## config.mk

```make
export PLATFORM = sky130hd
export DESIGN_NAME = fetch_sequencer
export DESIGN_NICKNAME = d
export VERILOG_FILES = /design/src/rtl/fetch_sequencer.sv
export SDC_FILE = /design/constraint.sdc
export NUM_CORES = 1
export LEC_CHECK = 0
export BUFFER_PORTS_ARGS = -buffer_cell sky130_fd_sc_hd__buf_2
export CAP_MARGIN = 20
export CORE_ASPECT_RATIO = 1.2
export CORE_MARGIN = 1.5
export CORE_UTILIZATION = 42
export DETAILED_ROUTE_END_ITERATION = 6
export HOLD_SLACK_MARGIN = 0.03
export PLACE_DENSITY = 0.83
export SYNTH_ARGS = -nofsm -noshare
export SYNTH_HDL_FRONTEND = slang
export SYNTH_SLANG_ARGS = --single-unit
```

## constraint.sdc

```tcl
create_clock -name clk -period 1.63 [get_ports clk]
set_input_delay 0.326 -clock clk [delete_from_list [all_inputs] [get_ports clk]]
set_output_delay 0.326 -clock clk [all_outputs]
set_load 0.02 [all_outputs]
```

## src/rtl/fetch_sequencer.sv

```systemverilog
// IF-stage control FSM: owns the PC register and steers the PC adder through fetch wait, stall, branch flush and HALT.
// Optional macro BRANCH_CNT_EN adds a saturating count of taken-branch redirects on port branch_cnt.
module fetch_sequencer #(
  parameter int                         INST_ADDR_WIDTH = 16,
  parameter logic [INST_ADDR_WIDTH-1:0] RESET_VECTOR    = '0,
  parameter int                         FLUSH_CYCLES    = 1
) (
  input  logic                       clk,
  input  logic                       rst_n,
  input  logic [INST_ADDR_WIDTH-1:0] pc_next,
  input  logic                       imem_ready,
  input  logic                       stall,
  input  logic                       branch_taken,
  input  logic [INST_ADDR_WIDTH-1:0] branch_target,
  input  logic                       halt_inst,
  input  logic                       resume,
  output logic [INST_ADDR_WIDTH-1:0] pc,
  output logic                       pc_halt,
  output logic                       pc_src,
  output logic [INST_ADDR_WIDTH-1:0] branch_addr,
  output logic                       fetch_req,
  output logic                       if_flush,
  output logic                       halted,
  output logic [1:0]                 state
`ifdef BRANCH_CNT_EN
  ,
  output logic [15:0]                branch_cnt
`endif
);

  localparam logic [1:0] ST_RUN   = 2'd0;
  localparam logic [1:0] ST_WAIT  = 2'd1;
  localparam logic [1:0] ST_FLUSH = 2'd2;
  localparam logic [1:0] ST_HALT  = 2'd3;

  localparam logic [1:0] FLUSH_LAST = 2'(FLUSH_CYCLES - 1);

  logic [1:0] state_next;
  logic [1:0] flush_cnt;
  logic       br_pend;
  logic       last_flush;
  logic       take_branch;

  // Only RUN and WAIT accept a branch; during FLUSH the older branch wins.
  assign take_branch = branch_taken && ((state == ST_RUN) || (state == ST_WAIT));
  assign last_flush  = (state == ST_FLUSH) && (flush_cnt == 2'd0);

  assign fetch_req = (state == ST_RUN) || (state == ST_WAIT);
  assign halted    = (state == ST_HALT);
  assign if_flush  = (state == ST_FLUSH);
  assign pc_src    = last_flush && br_pend;

  // NOTE: every output of this block gets a default first, so no path can infer a latch.
  always_comb begin
    state_next = state;
    pc_halt    = 1'b1;
    unique case (state)
      ST_RUN: begin
        if (branch_taken) begin
          state_next = ST_FLUSH;
        end else if (!stall) begin
          if (halt_inst)        state_next = ST_HALT;
          else if (!imem_ready) state_next = ST_WAIT;
          else                  pc_halt    = 1'b0;
        end
      end
      ST_WAIT: begin
        if (branch_taken) begin
          state_next = ST_FLUSH;
        end else if (imem_ready) begin
          state_next = ST_RUN;
          pc_halt    = stall;
        end
      end
      ST_FLUSH: begin
        // The redirect lands regardless of stall or imem_ready.
        if (flush_cnt == 2'd0) begin
          state_next = ST_RUN;
          pc_halt    = 1'b0;
        end
      end
      ST_HALT: begin
        if (resume) state_next = ST_RUN;
      end
      default: state_next = ST_RUN;
    endcase
    // Keep the adder holding while reset is asserted.
    if (!rst_n) pc_halt = 1'b1;
  end

  // NOTE: sequential state uses non-blocking assignments so every register samples pre-edge values.
  always_ff @(posedge clk or negedge rst_n) begin
    if (!rst_n) begin
      state       <= ST_RUN;
      pc          <= RESET_VECTOR;
      branch_addr <= '0;
      br_pend     <= 1'b0;
      flush_cnt   <= 2'd0;
    end else begin
      state <= state_next;
      pc    <= pc_next;
      if (take_branch) begin
        branch_addr <= {branch_target[INST_ADDR_WIDTH-1:1], 1'b0};
        br_pend     <= 1'b1;
        flush_cnt   <= FLUSH_LAST;
      end else if (state == ST_FLUSH) begin
        if (flush_cnt != 2'd0) flush_cnt <= flush_cnt - 2'd1;
        else                   br_pend   <= 1'b0;
      end
    end
  end

`ifdef BRANCH_CNT_EN
  always_ff @(posedge clk or negedge rst_n) begin
    if (!rst_n) begin
      branch_cnt <= 16'd0;
    end else if (last_flush && (branch_cnt != 16'hFFFF)) begin
      branch_cnt <= branch_cnt + 16'd1;
    end
  end
`endif

endmodule
```

==> flow_summary.yaml, run 1 <==
run_status:
  status: "finished, violations left"
  violations: "negative setup slack"
sta:
  layout_setup_ws_ns: -0.0691
  slew-limit-headroom_pct: 59.8
  setup_violations: 2
  fin_crit_sh_pct: 104
  drv_slew: 0
  rsz0062_at_grt: "true"
  tightest_slew_ns: 0.603
  clock.fmax_mhz: 589
  tns_ns: -0.100
  hold_viol: 0
  finClkSkew_ns: 0.00846
  period_needed_ns: 1.70
power:
  p_switching_mw: 1.18
  netSwitchingFraction_pct: 37.2
  power.total_mw: 3.16
  internal_power_mw: 1.99
  p_per_area_nw_per_um2: 1740
  p_clk_share_pct: 18.6
  p_seq_share_pct: 40.1
  ir_drop_mv: 1.04
  combPwrFrac_pct: 41.3
  power_leakage_nw: 1.03
synth:
  synth_area_um2: 1280
  yosysWarnings: 0
  synth_fp_nets: 155
  yosysSeqAreaShare_pct: 70.2
  avgSynthCellArea_um2: 11.2
  ys_ff_latch: 36
  synth_cell_types: 25
  synth_cells: 115
routing:
  viasPerCell: 4.57
  dr_total_vias: 1060
  ant_nets: 0
  drtPass1Iterations: 4
  wl_per_cell_um: 11.5
  wl_um: 2660
  drtIter0Drc: 10
  drc: 0
clocking:
  postCtsHoldBufs: 0
  cts.sinks: 36
  clock_latency_ns: 0.33
  h-tree-depth: 2
  cts.clk_slew.worst_paths_ns: 0.10
  cts.path.max_buffers: 2
  root_buffer: "clkbuf_4"
  cts_tree: "built"
  cts_buffers: 5
global_routing:
  grt_overflow: 0
  grt_max_degree: 37
  grt_pass1_vias: 992
  grtUsageTotal_pct: 17.5
  grt_antenna_before_repair: 0
  grt_pass1_wl_um: 4240
layout:
  final_area_um2: 1820
  layout.nets: 237
  final_cell_mix: "73 x buf_2, 48 x nand2_1, 34 x dfrtp_1"
  drive_gt1_share_pct: 47.0
  n_fill_cell: 240
  fin_cells: 232
  final_common_cell: "buf_2"
  area_growth_pct: 41.9
  utilization_pct: 64.2
  antennaDiodeCount: 0
min_path:
  hold_class: "input port to async pin"
floorplanning:
  num_rows: 21
  initial_core_util_pct: 45.2
  ioPinCount: 78
  dieArea_um2: 3400
  chipHeight_um: 63.6
  die_width_um: 53.5
  coreArea_um2: 2840
setup_path:
  worst_r2r_endpoint: "flush_cnt[0]"
  worstPathArrival_ns: 1.37
  r2r-start: "state[1]"
  critPathMaxFanout: 4
  end_kind: "primary output"
  cp.required_ns: 1.30
  critPathLaunchType: "register"
  path_class: "register to primary output"
  r2r_cells: 4
  ff2ff_setup_slack_ns: 0.22
run:
  maxCapViolCount: 0
placement:
  placed_area_um2: 1680
  dp_hpwl_um: 1980
  gp_congestion: 0.698
  numPlacedInstances: 221
  io_buffers: 75
==> final cells by class <==
| type | instances | area [um2] | share of cell area, % |
|---|---|---|---|
| timing repair buffer | 80 | 425 | 23.4 |
| clock inverter | 2 | 35.0 | 1.92 |
| sequential | 36 | 903 | 49.6 |
| multi-input combinational | 70 | 359 | 19.7 |
| clock buffer | 6 | 41.3 | 2.27 |
| tap | 34 | 42.5 | 2.34 |
| inverter | 4 | 15.0 | 0.824 |
==> cell usage after synthesis, drive strengths merged <==
cell type	instances	area share, %
nor2	1	0.29
nor4b	1	0.68
o21a	1	0.59
inv	4	1.2
nand2	48	14
conb	1	0.29
ha	1	0.97
buf	5	2.6
a21o	1	0.59
nand3	2	0.78
dfrtp	36	70
and2b	1	0.59
nor3	1	0.39
o21ai	3	1.2
or3b	1	0.88
and2	1	0.49
nand2b	2	0.97
and3	1	0.49
nor2b	1	0.49
a32o	1	0.78
a221o	1	0.78
mux2i	1	0.78
==> repair_timing <==
item                       CTS  global route
setup endpoints to repair    2             3
pin swaps                    1             0
resized for setup           10             0
buffers inserted             3             0
==> cell families (layout without fill, tap and decap cells) <==
kind of cell	count (synthesis)	in the layout	synth area share (%)
simple gates	60	60	20.1
flops	36	36	70.2
buf+inv	9	92	3.80
compound gates	7	7	3.90
fa+ha+maj	1	1	0.975
other cells	1	1	0.292
mux	1	1	0.780
==> routing by layer <==
| metal | global-route usage (%) | part of all wire (%) |
|---|---|---|
| met5 | 0 | 0 |
| met4 | 6.73 | 1.7 |
| met3 | 8.29 | 11 |
| met2 | 28.9 | 49 |
| met1 | 18.9 | 38 |
==> power groups by stage <==
stage	Clock, mW	Combinational, mW	Sequential, mW
floorplan	0	0.519	1.56
global placement	0	1.16	1.29
detailed placement	0	1.19	1.30
CTS	0.610	1.32	1.27
global route	0.668	1.44	1.30
finish	0.589	1.31	1.27
==> registers in the layout (all words and copies together), names as in the netlist <==
name / count
branch_addr: 15
br_pend: 1
pc: 16
state: 2
flush_cnt: 2
==> how the worst max path moves through the flow <==
stage | startpoint | endpoint | cells after the start
6_report | state[0] | pc_halt | 4
5_1_grt | state[1] | pc_halt | 4
4_1_cts | state[1] | pc_halt | 4
3_5_place_dp | state[1] | pc_halt | 4
3_3_place_gp | state[1] | pc_halt | 4
2_1_floorplan | state[0] | pc_halt | 3
==> critical path, cell delays in order (launching register included) <==
cell	delay [ns]
dfrtp_2	0.44
nand2b_4	0.15
a32o_1	0.25
nand2_1	0.07
buf_6	0.12
==> stage by stage <==
stage | setup WS, ns | hold slack, ns
final | -0.0691 | 0.0500
after global routing | -0.164 | 0.0509
after CTS | -0.0785 | 0.0544
after detailed placement | 0.182 | 0.429
after global placement | 0.204 | 0.429
after floorplan | 0.112 | 0.0304
Note: power is estimated with default switching activity, not from simulation.
==> run 2, diff against run 1 <==
Settings changed: SKIP_CTS_REPAIR_TIMING set to 1, SKIP_LAST_GASP set to 1.
==> run 2 against run 1 <==
Effect of this change: the flow still finishes with violations (negative setup slack); register-to-register slack improved by 0.09 ns; total power down 0.71%; die area is the same; first-iteration DRC count shrank 30%; global-route usage is 0.98 points lower; utilization down 0.40 points; sequential power about the same; wire length is 0.64% higher; final area down 0.62%; fmax fell by 2.5%; clock-buffer cell count stayed put.
==> flow_summary.yaml, run 2 (synthesis gave the netlist of run 1 again) <==
clocking:
  cts.path.max_buffers: 2
  cts.clk_slew.worst_paths_ns: 0.10
  cts.sinks: 36
  h-tree-depth: 2
  clock_latency_ns: 0.33
  root_buffer: "clkbuf_4"
  cts_tree: "built"
  cts_buffers: 5
power:
  ir_drop_mv: 1.03
  power_leakage_nw: 1.02
  power.total_mw: 3.14
  p_switching_mw: 1.17
  combPwrFrac_pct: 40.5
  internal_power_mw: 1.97
  p_per_area_nw_per_um2: 1740
  p_seq_share_pct: 40.8
  netSwitchingFraction_pct: 37.2
  p_clk_share_pct: 18.7
layout:
  final_cell_mix: "73 x buf_2, 48 x nand2_1, 34 x dfrtp_1"
  top_register: "pc"
  area_growth_pct: 41.0
  final_area_um2: 1810
  antennaDiodeCount: 0
  final_common_cell: "buf_2"
  layout.nets: 236
  top_regs: "pc x16, branch_addr x15"
  drive_gt1_share_pct: 47.7
  largest_register_ffs: 16
global_routing:
  grt_pass1_vias: 954
  grt_antenna_before_repair: 0
  grt_overflow: 0
  grtUsageTotal_pct: 16.6
  grt_max_degree: 37
  grt_pass1_wl_um: 4000
routing:
  viasPerCell: 4.61
  drc: 0
  drtIter0Drc: 7
  wl_met1_um: 1040
  dr_total_vias: 1064
  wl_per_cell_um: 11.6
  ant_nets: 0
  routed-wl-met3_um: 288
  highest_layer: "met4"
  wl_met2_um: 1310
  wl_um: 2680
  drtPass1Iterations: 4
sta:
  slew-limit-headroom_pct: 59.2
  layout_setup_ws_ns: -0.113
  setup_violations: 2
  tightest_slew_ns: 0.613
  finClkSkew_ns: 0.00878
  drv_slew: 0
  rsz0062_at_grt: "true"
  fin_crit_sh_pct: 107
  clock.fmax_mhz: 574
  hold_viol: 0
  period_needed_ns: 1.74
setup_path:
  cp.required_ns: 1.30
  path_class: "register to primary output"
  critPathLaunchType: "register"
  worstPathArrival_ns: 1.42
  critPathMaxFanout: 7
  end_kind: "primary output"
placement:
  io_buffers: 75
  placed_area_um2: 1680
  dp_hpwl_um: 1980
  gp_congestion: 0.698
  dp_slack_ns: 0.182
floorplanning:
  num_rows: 21
  dieArea_um2: 3400
  initial_core_util_pct: 45.2
  die_width_um: 53.5
  ioPinCount: 78
  chipHeight_um: 63.6
  coreArea_um2: 2840
min_path:
  hold_class: "input port to async pin"
run:
  maxCapViolCount: 0
run_status:
  violations: "negative setup slack"
  status: "finished, violations left"
[run 2: critical path, cell delays in order (launching register included)]
cell and delay [ns]:
dfrtp_2 0.46, and2b_2 0.24, a32o_1 0.20, nand2_1 0.07, buf_6 0.11
[run 2: power by group through the flow]
stage / sequential (mW) / combinational [mW] / clock [mW]
2_1_floorplan: 1.56 / 0.519 / 0
4_1_cts: 1.28 / 1.19 / 0.610
3_3_place_gp: 1.29 / 1.16 / 0
5_1_grt: 1.31 / 1.40 / 0.668
6_report: 1.28 / 1.27 / 0.588
3_5_place_dp: 1.30 / 1.19 / 0
[run 2: stage by stage]
| step | utilization [%] | setup TNS (ns) | cells | hold slack (ns) |
|---|---|---|---|---|
| after floorplan | - | 0 | 115 | 0.0304 |
| after global placement | 59.3 | 0 | 221 | 0.429 |
| after detailed placement | 59.3 | 0 | 221 | 0.429 |
| after CTS | 62.0 | -0.312 | 229 | 0.0534 |
| after global routing | 63.8 | -0.366 | 231 | 0.0509 |
| final | 63.8 | -0.166 | 231 | 0.0496 |
[run 2: cell type report]
| class | count | area, um2 |
|---|---|---|
| clock buffer | 6 | 41.3 |
| clock inverter | 2 | 35.0 |
| fill | 242 | 1030 |
| inverter | 4 | 15.0 |
| multi-input combinational | 70 | 355 |
| sequential | 36 | 903 |
| tap | 34 | 42.5 |
| timing repair buffer | 79 | 418 |
[run 2: final timing paths]
| path | startpoint | endpoint | slack [ns] | depth (start not counted) |
|---|---|---|---|---|
| hold reg to reg | branch_addr[5] | branch_addr[5] | 0.48 | 2 |
| setup / recovery | state[1] | pc_halt | -0.11 | 4 |
| setup reg to reg | flush_cnt[0] | flush_cnt[0] | 0.31 | 5 |
| hold / removal | rst_n | flush_cnt[0] | 0.05 | 2 |
| max in group asynchronous | rst_n | state[1] | 1.26 | 2 |
| min in group clk | pc_next[5] | pc[5] | 0.09 | 1 |
[run 2: metal layers]
layer / vias up / track usage (%)
met1: 479 / 18.1
met3: 6 / 8.29
met2: 59 / 26.5
met4: 0 / 6.73
li1: 520 / -
met5: - / 0
